### src/rtl/sync_filter_chan.sv
// sync_filter_chan: one channel of the synchronizer/filter.
//   A STAGES-deep synchronizer chain brings d into the clk domain. A run
//   counter then requires the synchronized level (y) to differ from o for
//   FILTER_LEN consecutive cycles before o follows it. rise/fall are
//   registered and line up with the cycle in which o takes its new value.
// Ports:
//   clk   - clock, all flops on posedge
//   rst   - synchronous active-high reset
//   d     - asynchronous / foreign-domain input bit
//   o     - synchronized, filtered level
//   rise  - one-cycle pulse when o goes 0->1
//   fall  - one-cycle pulse when o goes 1->0
module sync_filter_chan #(
    parameter int   STAGES     = 2,
    parameter int   FILTER_LEN = 1,
    parameter int   CNT_W      = 1,
    parameter logic RESET_VAL  = 1'b0
) (
    input  logic clk,
    input  logic rst,
    input  logic d,
    output logic o,
    output logic rise,
    output logic fall
);

    // Count value at which the pending level is accepted. The counter never
    // exceeds this, so it cannot wrap even when it uses its full width.
    localparam logic [CNT_W-1:0] CNT_LAST = CNT_W'(FILTER_LEN - 1);

    (* ASYNC_REG = "TRUE" *) logic [STAGES-1:0] sync_reg;

    logic [CNT_W-1:0] cnt_reg;
    logic             o_reg;
    logic             rise_reg;
    logic             fall_reg;
    logic             y;

    // Pure flop-to-flop chain: nothing is allowed between stages.
    always_ff @(posedge clk) begin
        if (rst) begin
            sync_reg <= {STAGES{RESET_VAL}};
        end else begin
            sync_reg <= {sync_reg[STAGES-2:0], d};
        end
    end

    assign y = sync_reg[STAGES-1];

    always_ff @(posedge clk) begin
        if (rst) begin
            cnt_reg  <= '0;
            o_reg    <= RESET_VAL;
            rise_reg <= 1'b0;
            fall_reg <= 1'b0;
        end else begin
            rise_reg <= 1'b0;
            fall_reg <= 1'b0;
            if (y == o_reg) begin
                // Any return to the current level abandons a pending change.
                cnt_reg <= '0;
            end else if (cnt_reg == CNT_LAST) begin
                o_reg    <= y;
                cnt_reg  <= '0;
                rise_reg <= y;
                fall_reg <= ~y;
            end else begin
                cnt_reg <= cnt_reg + CNT_W'(1);
            end
        end
    end

    assign o    = o_reg;
    assign rise = rise_reg;
    assign fall = fall_reg;

endmodule

### src/rtl/sync_filter.sv
// sync_filter: WIDTH independent synchronizer + glitch-filter channels.
//   Each channel is a sync_filter_chan; channels share only clk and rst.
//   A level change held stable on i[n] shows up on o[n] STAGES+FILTER_LEN
//   edges after the first edge that samples it, together with a one-cycle
//   rise[n] or fall[n] pulse.
// Parameters:
//   WIDTH      - number of channels
//   STAGES     - synchronizer depth, 2..4
//   FILTER_LEN - stable cycles required before o follows, 1..65535 (1 = none)
//   RESET_VAL  - per-channel reset level
// Ports:
//   clk        - clock, all flops on posedge
//   rst        - synchronous active-high reset
//   i          - asynchronous / foreign-domain inputs
//   o          - synchronized, filtered levels
//   rise/fall  - one-cycle edge pulses per channel
module sync_filter #(
    parameter int               WIDTH      = 1,
    parameter int               STAGES     = 2,
    parameter int               FILTER_LEN = 1,
    parameter logic [WIDTH-1:0] RESET_VAL  = '0
) (
    input  logic             clk,
    input  logic             rst,
    input  logic [WIDTH-1:0] i,
    output logic [WIDTH-1:0] o,
    output logic [WIDTH-1:0] rise,
    output logic [WIDTH-1:0] fall
);

    // Ceiling log2, evaluated at elaboration for the counter width.
    function automatic int clog2_f(input int value);
        int res;
        int v;
        res = 0;
        v   = value - 1;
        while (v > 0) begin
            res = res + 1;
            v   = v >> 1;
        end
        return res;
    endfunction

    // Counter must hold 0..FILTER_LEN-1; FILTER_LEN+1 keeps FILTER_LEN=1
    // at a legal 1-bit width and gives 16 bits at FILTER_LEN=65535.
    localparam int CNT_W = clog2_f(FILTER_LEN + 1);

    genvar gi;
    generate
        for (gi = 0; gi < WIDTH; gi++) begin : g_chan
            sync_filter_chan #(
                .STAGES     (STAGES),
                .FILTER_LEN (FILTER_LEN),
                .CNT_W      (CNT_W),
                .RESET_VAL  (RESET_VAL[gi])
            ) u_chan (
                .clk  (clk),
                .rst  (rst),
                .d    (i[gi]),
                .o    (o[gi]),
                .rise (rise[gi]),
                .fall (fall[gi])
            );
        end
    endgenerate

endmodule
### config.mk
export PLATFORM = sky130hd
export DESIGN_NAME = sync_filter
export DESIGN_NICKNAME = d
export VERILOG_FILES = /design/src/rtl/sync_filter_chan.sv /design/src/rtl/sync_filter.sv
export SDC_FILE = /design/constraint.sdc
export NUM_CORES = 1
export LEC_CHECK = 0
export BUFFER_PORTS_ARGS = -buffer_cell sky130_fd_sc_hd__buf_2
export CORE_AREA = 3 3 40 42
export DETAILED_ROUTE_END_ITERATION = 12
export DIE_AREA = 0 0 43 45
export GPL_ROUTABILITY_DRIVEN = 0
export PLACE_DENSITY = 0.37
export SLEW_MARGIN = 20
export SYNTH_ARGS = -nofsm -noshare
export SYNTH_HDL_FRONTEND = slang
export SYNTH_SLANG_ARGS = --single-unit
### constraint.sdc
create_clock -name clk -period 1.4 [get_ports clk]
set_input_delay 0 -clock clk [delete_from_list [all_inputs] [get_ports clk]]
set_output_delay 0 -clock clk [all_outputs]
set_load 0.02 [all_outputs]
==> results of run 1 <==
metrics by stage:
| step | cell area, µm² | setup WS, ns | utilization (%) |
|---|---|---|---|
| floorplan | 173 | 0.644 | - |
| global placement | 216 | 0.705 | 16.8 |
| detailed placement | 216 | 0.686 | 16.8 |
| CTS | 259 | 0.586 | 20.2 |
| global route | 259 | 0.542 | 20.2 |
| finish | 259 | 0.572 | 20.2 |
cell type report:
class / count / share of cell area [%]
flip-flops and latches: 6 / 46.4
repair buffers: 7 / 17.4
clock buffers: 3 / 8.70
multi-input cells: 7 / 20.3
well taps: 15 / 7.25
power breakdown:
group	switching, W	internal [W]	leakage, nW
logic	0.00000631	0.0000106	0.0554
clock network	0.0000546	0.0000964	0.0138
registers	0.00000330	0.000177	0.0493
Yosys cell counts:
| cell type | number | area, µm² |
|---|---|---|
| conb_1 | 1 | 3.75 |
| and2b_2 | 2 | 17.5 |
| nor2_1 | 1 | 3.75 |
| mux2i_1 | 1 | 10.0 |
| nor4b_1 | 2 | 17.5 |
| dfxtp_1 | 6 | 120 |
cells by family (layout without fill, tap and decap cells):
group                  count (synthesis)  in the layout  share of synthesized area (%)
multiplexers                           1              1                           5.80
flip-flops                             6              6                           69.6
buffers and inverters                  0             10                              0
AND/OR/NAND/NOR                        5              5                           22.5
other                                  1              1                           2.17
metal layers:
metal	part of all wire [%]	GRT usage, %
met4	0	1.81
met5	0	0
met1	42	2.91
met2	35	3.59
met3	23	6.37
worst register-to-register path, cell delays in order, from the launching register on:
cell,delay [ns]
dfxtp_1,0.37
mux2i_1,0.20
nor2_1,0.05
how the worst max path moves through the flow:
| stage | endpoint | slack, ns | depth (start not counted) |
|---|---|---|---|
| 6_report | g_chan[0].u_chan.fall$_SDFF_PP0_ | 0.57 | 3 |
| 5_1_grt | g_chan[0].u_chan.fall$_SDFF_PP0_ | 0.54 | 3 |
| 4_1_cts | g_chan[0].u_chan.fall$_SDFF_PP0_ | 0.59 | 3 |
| 3_5_place_dp | g_chan[0].u_chan.o$_SDFFE_PP0P_ | 0.69 | 2 |
| 3_3_place_gp | g_chan[0].u_chan.o$_SDFFE_PP0P_ | 0.71 | 2 |
| 2_1_floorplan | g_chan[0].u_chan.fall$_SDFF_PP0_ | 0.64 | 1 |
==> impl_metrics.py, run 1 <==
metrics = {
    "status": {
        "outcome": "completed",
    },
    "hold_path": {
        "min_to": "g_chan[0].u_chan.sync_reg[1]$_SDFF_PP0_",
        "whs_path_depth": 1,
        "hold_path_class": "reg -> reg",
        "hp-start": "g_chan[0].u_chan.sync_reg[0]$_SDFF_PP0_",
    },
    "setup_path": {
        "reg2reg_to": "g_chan[0].u_chan.o$_SDFFE_PP0P_",
        "worstPathArrival_ns": 0.96,
        "worst_setup_path_start_kind": "input port",
        "path_buf_inv": 2,
        "r2r_start": "g_chan[0].u_chan.cnt_reg$_SDFF_PP0_",
        "worst_ep_required_time_ns": 1.54,
        "rr_worst_depth": 2,
        "end_kind": "flip-flop",
        "rrSetupSlack_ns": 0.68,
        "crit_fanout": 5,
        "max_stage_delay_ns": 0.54,
        "critical_path.top_delay_family": "buffers and inverters",
        "crit_chain": "dlygate4sd3_1 -> buf_2 -> nor4b_1",
        "startpoint": "rst",
        "critPathKind": "in -> reg",
        "crit_slowest_cell": "dlygate4sd3_1",
    },
    "synthesis": {
        "avgSynthCellArea_um2": 13.3,
        "syn_inst": 13,
        "synth_fp_nets": 16,
        "syn_area_um2": 173,
        "ys_types": 6,
        "synth-seq-cells": 6,
        "seq_area_frac_synth_pct": 69.6,
        "synth_warnings": 0,
    },
    "sta": {
        "rsz0062_at_grt": "false",
        "min_period_ns": 0.828,
        "slew_viol_final": 0,
        "final-setup-viol-count": 0,
        "tns_ns": 0,
        "hold_violations": 0,
        "max_freq_ghz": 1.21,
        "hold_ws_ns": 0.441,
        "finalCritPeriodShare_pct": 59.1,
        "fin_skew_ns": 0.000529,
    },
    "detailed_routing": {
        "drcViolationCount": 0,
        "vias_per_cell": 3.16,
        "drt-total-wl_um": 288,
        "first_pass_iters": 4,
        "vias": 120,
        "routedWlPerCell_um": 7.58,
        "first_iter_violations": 4,
        "ant_nets": 0,
    },
    "clock_tree": {
        "cts_made_buffers": 3,
        "clk_pin_slew_ns": 0.04,
        "cts_root_buf": "clkbuf_4",
        "cts_max_path_buffers": 2,
        "clk_latency_ns": 0.24,
        "cts.sinks": 6,
        "cts_hold_buf": 2,
        "htreeDepth": 1,
        "post_cts_resized": 0,
        "cts_tree": "built",
        "cts_setup_buffers": 0,
    },
    "layout": {
        "area_delta_synth_final_pct": 50.0,
        "ff_latch_area_um2": 120,
        "largest_register_ffs": 2,
        "final_common_cell": "dfxtp_1",
        "fin_cells": 38,
        "drive_gt1_share_pct": 43.5,
        "layout_common_cells": "dfxtp_1, buf_2, clkbuf_4",
        "nets": 28,
        "multi_input_area_um2": 52.6,
        "fillCellCount": 134,
        "diodes": 0,
    },
    "run": {
        "drv_cap": 0,
    },
    "die": {
        "initial_utilization_pct": 13.4,
        "rows": 13,
        "ios": 6,
        "fp.dieH_um": 45,
        "die-area_mm2": 0.00194,
        "die_x_um": 43,
        "core_area_mm2": 0.00128,
    },
    "pwr": {
        "vdd_ir_drop_max_uv": 631,
        "design_power_total_w": 0.000349,
        "pwr_density_cell_mw_per_mm2": 1350,
        "leakage_nw": 0.118,
    },
    "global_route": {
        "grt_pass1_vias": 117,
        "antenna_found_initial": 0,
        "grt_use_total_pct": 3.59,
        "gr-total-overflow": 0,
        "grt_max_degree": 6,
        "grt_pass1_wl_um": 420,
    },
    "place": {
        "io_buffers": 5,
        "post-place-cells": 33,
    },
}
(Power assumes the default switching activity.)
==> inputs of run 2 (changes only) <==
- ABC_AREA: not set -> 1
- PLACE_DENSITY: 0.37 -> 0.39
- clock period: 1.4 -> 0.8 ns (I/O delays scaled with it)
==> run 2 against run 1 <==
Clock power up 75%; register-to-register slack worse by 0.54 ns; global-route usage up 0.59 points; setup slack got worse by 0.52 ns; routed wire length grew 3.8%; design area is 9.2% higher; worst hold slack got worse by 0.043 ns.
==> impl_metrics.py, run 2 <==
metrics = {
    "status": {
        "outcome": "completed",
    },
    "detailed_routing": {
        "vias": 158,
        "routedWlPerCell_um": 6.10,
        "ant_nets": 0,
        "first_pass_iters": 2,
        "drcViolationCount": 0,
        "vias_per_cell": 3.22,
        "first_iter_violations": 6,
        "drt-total-wl_um": 299,
    },
    "sta": {
        "fin_skew_ns": 0.00108,
        "finalCritPeriodShare_pct": 93.8,
        "hold_violations": 0,
        "slew_viol_final": 0,
        "rsz0062_at_grt": "false",
        "hold_ws_ns": 0.398,
        "max_freq_ghz": 1.33,
        "tns_ns": 0,
        "min_period_ns": 0.750,
        "final-setup-viol-count": 0,
    },
    "clock_tree": {
        "cts_root_buf": "clkbuf_4",
        "cts.sinks": 6,
        "clk_latency_ns": 0.24,
        "cts_tree": "built",
        "htreeDepth": 1,
        "cts_made_buffers": 3,
        "clk_pin_slew_ns": 0.04,
        "cts_max_path_buffers": 2,
        "cts_setup_buffers": 0,
    },
    "global_route": {
        "grt_max_degree": 5,
        "grt_use_met3_pct": 6.37,
        "grt_pass1_wl_um": 503,
        "grt_use_total_pct": 4.18,
        "grt_use_met2_pct": 5.09,
        "gr-total-overflow": 0,
        "antenna_found_initial": 0,
        "use_met1_pct": 3.41,
        "grt-busiest-layer": "met3",
        "grt_pass1_vias": 141,
    },
    "die": {
        "initial_utilization_pct": 15.0,
        "rows": 13,
        "fp.dieH_um": 45,
        "die_x_um": 43,
        "core_area_mm2": 0.00128,
        "die-area_mm2": 0.00194,
        "ios": 6,
    },
    "synthesis": {
        "synth_fp_nets": 27,
        "avgSynthCellArea_um2": 8.03,
        "synthFlopType": "dfxtp_1",
        "synthDominantCellAreaShare_pct": 62.3,
        "syn_inst": 24,
        "synth_area_leader_cell": "dfxtp_1",
        "synth_commonest_cells": "inv_1, dfxtp_1, nand2_1, nor2_1, nand4_1",
        "synth_most_common_cell": "inv_1",
        "ys_async_sr_fraction_pct": 0,
        "seq_area_frac_synth_pct": 62.3,
        "syn_area_um2": 193,
        "synth_warnings": 0,
        "synth_area_leaders": "dfxtp_1, inv_1, nand2_1, nand4_1, nor2_1",
        "synth-seq-cells": 6,
        "synth_edf_count": 0,
        "ys_types": 6,
    },
    "hold_path": {
        "hold_path_class": "reg -> reg",
    },
    "layout": {
        "fin_util_pct": 22.0,
        "layout_common_cells": "inv_1, dfxtp_1, nand2_1, buf_2",
        "nets": 39,
        "largest_register_ffs": 2,
        "fillCellCount": 134,
        "final_common_cell": "inv_1",
        "area_delta_synth_final_pct": 46.8,
        "fin_cells": 49,
        "diodes": 0,
        "ff_latch_area_um2": 121,
        "multi_input_area_um2": 42.5,
        "drive_gt1_share_pct": 26.5,
    },
    "setup_path": {
        "critPathKind": "in -> reg",
        "worst_setup_path_start_kind": "input port",
        "worstPathArrival_ns": 0.92,
        "worst_ep_required_time_ns": 0.97,
        "end_kind": "flip-flop",
        "crit_fanout": 4,
    },
    "pwr": {
        "swShare_pct": 19.1,
        "vdd_ir_drop_max_uv": 888,
        "combPwrFrac_pct": 5.5,
        "pwr_density_cell_mw_per_mm2": 2170,
        "leakage_nw": 0.160,
        "clkPwrFrac_pct": 43.2,
        "design_power_total_w": 0.000613,
        "p_seq_share_pct": 51.3,
        "switchingPower_w": 0.000117,
        "intPower_w": 0.000496,
    },
    "place": {
        "post-place-cells": 44,
        "io_buffers": 5,
        "dp_hpwl_um": 217,
    },
    "run": {
        "drv_cap": 0,
    },
}
-- run 2: cell types whose count changed after synthesis, sizes merged --
cell,change
and2b,-2
nor2,+2
mux2i,-1
nand4,+2
inv,+8
nand2,+4
nor4b,-2
-- run 2: critical path: stages --
cell	delay [ns]
dlygate4sd3_1	0.53
buf_2	0.14
inv_1	0.07
nand4_1	0.11
nand2_1	0.08
-- run 2: cells by family after synthesis --
family	synth area share [%]
flops	62.3
simple gates	20.1
other cells	1.95
buf+inv	15.6
-- run 2: path summary, 6_finish.rpt --
kind	start	endpoint	slack, ns	depth (start not counted)
setup reg to reg	g_chan[0].u_chan.o$_SDFFE_PP0P_	g_chan[0].u_chan.o$_SDFFE_PP0P_	0.14	4
hold reg to reg	g_chan[0].u_chan.sync_reg[0]$_SDFF_PP0_	g_chan[0].u_chan.sync_reg[1]$_SDFF_PP0_	0.40	2
hold / removal	g_chan[0].u_chan.sync_reg[0]$_SDFF_PP0_	g_chan[0].u_chan.sync_reg[1]$_SDFF_PP0_	0.40	2
setup / recovery	rst	g_chan[0].u_chan.o$_SDFFE_PP0P_	0.05	5
-- run 2: cell type report --
type,instances,area share (%)
Tap cell,15,6.64
Timing Repair Buffer,7,16.8
Sequential cell,6,42.9
Clock buffer,3,7.96
Inverter,8,10.6
Multi-Input combinational cell,10,15.0
-- run 2: routing by layer --
| layer | wire (µm) | vias to the layer above |
|---|---|---|
| li1 | - | 88 |
| met1 | 145 | 64 |
| met2 | 115 | 6 |
| met3 | 38 | 0 |
| met4 | 0 | 0 |
| met5 | 0 | - |
-- run 2: timing repair --
| action | 4_1_cts | 5_1_grt |
|---|---|---|
| resized for setup | 0 | 2 |
| endpoints found under the hold margin | 2 | 0 |
| hold buffers | 2 | 0 |
| endpoints found under the setup margin | 0 | 1 |
-- run 2: power by group through the flow --
stage	Clock, W	Sequential (W)	Combinational [W]
floorplan	0	0.000322	0.0000116
global placement	0	0.000319	0.0000259
detailed placement	0	0.000320	0.0000256
CTS	0.000280	0.000314	0.0000329
global route	0.000305	0.000315	0.0000392
finish	0.000265	0.000315	0.0000335
-- run 2: through the flow --
stage	instance area [µm²]	worst slack (ns)
after floorplan	193	0.0231
after global placement	236	0.129
after detailed placement	236	0.116
after CTS	279	0.00579
after global routing	283	0.00949
final	283	0.0495
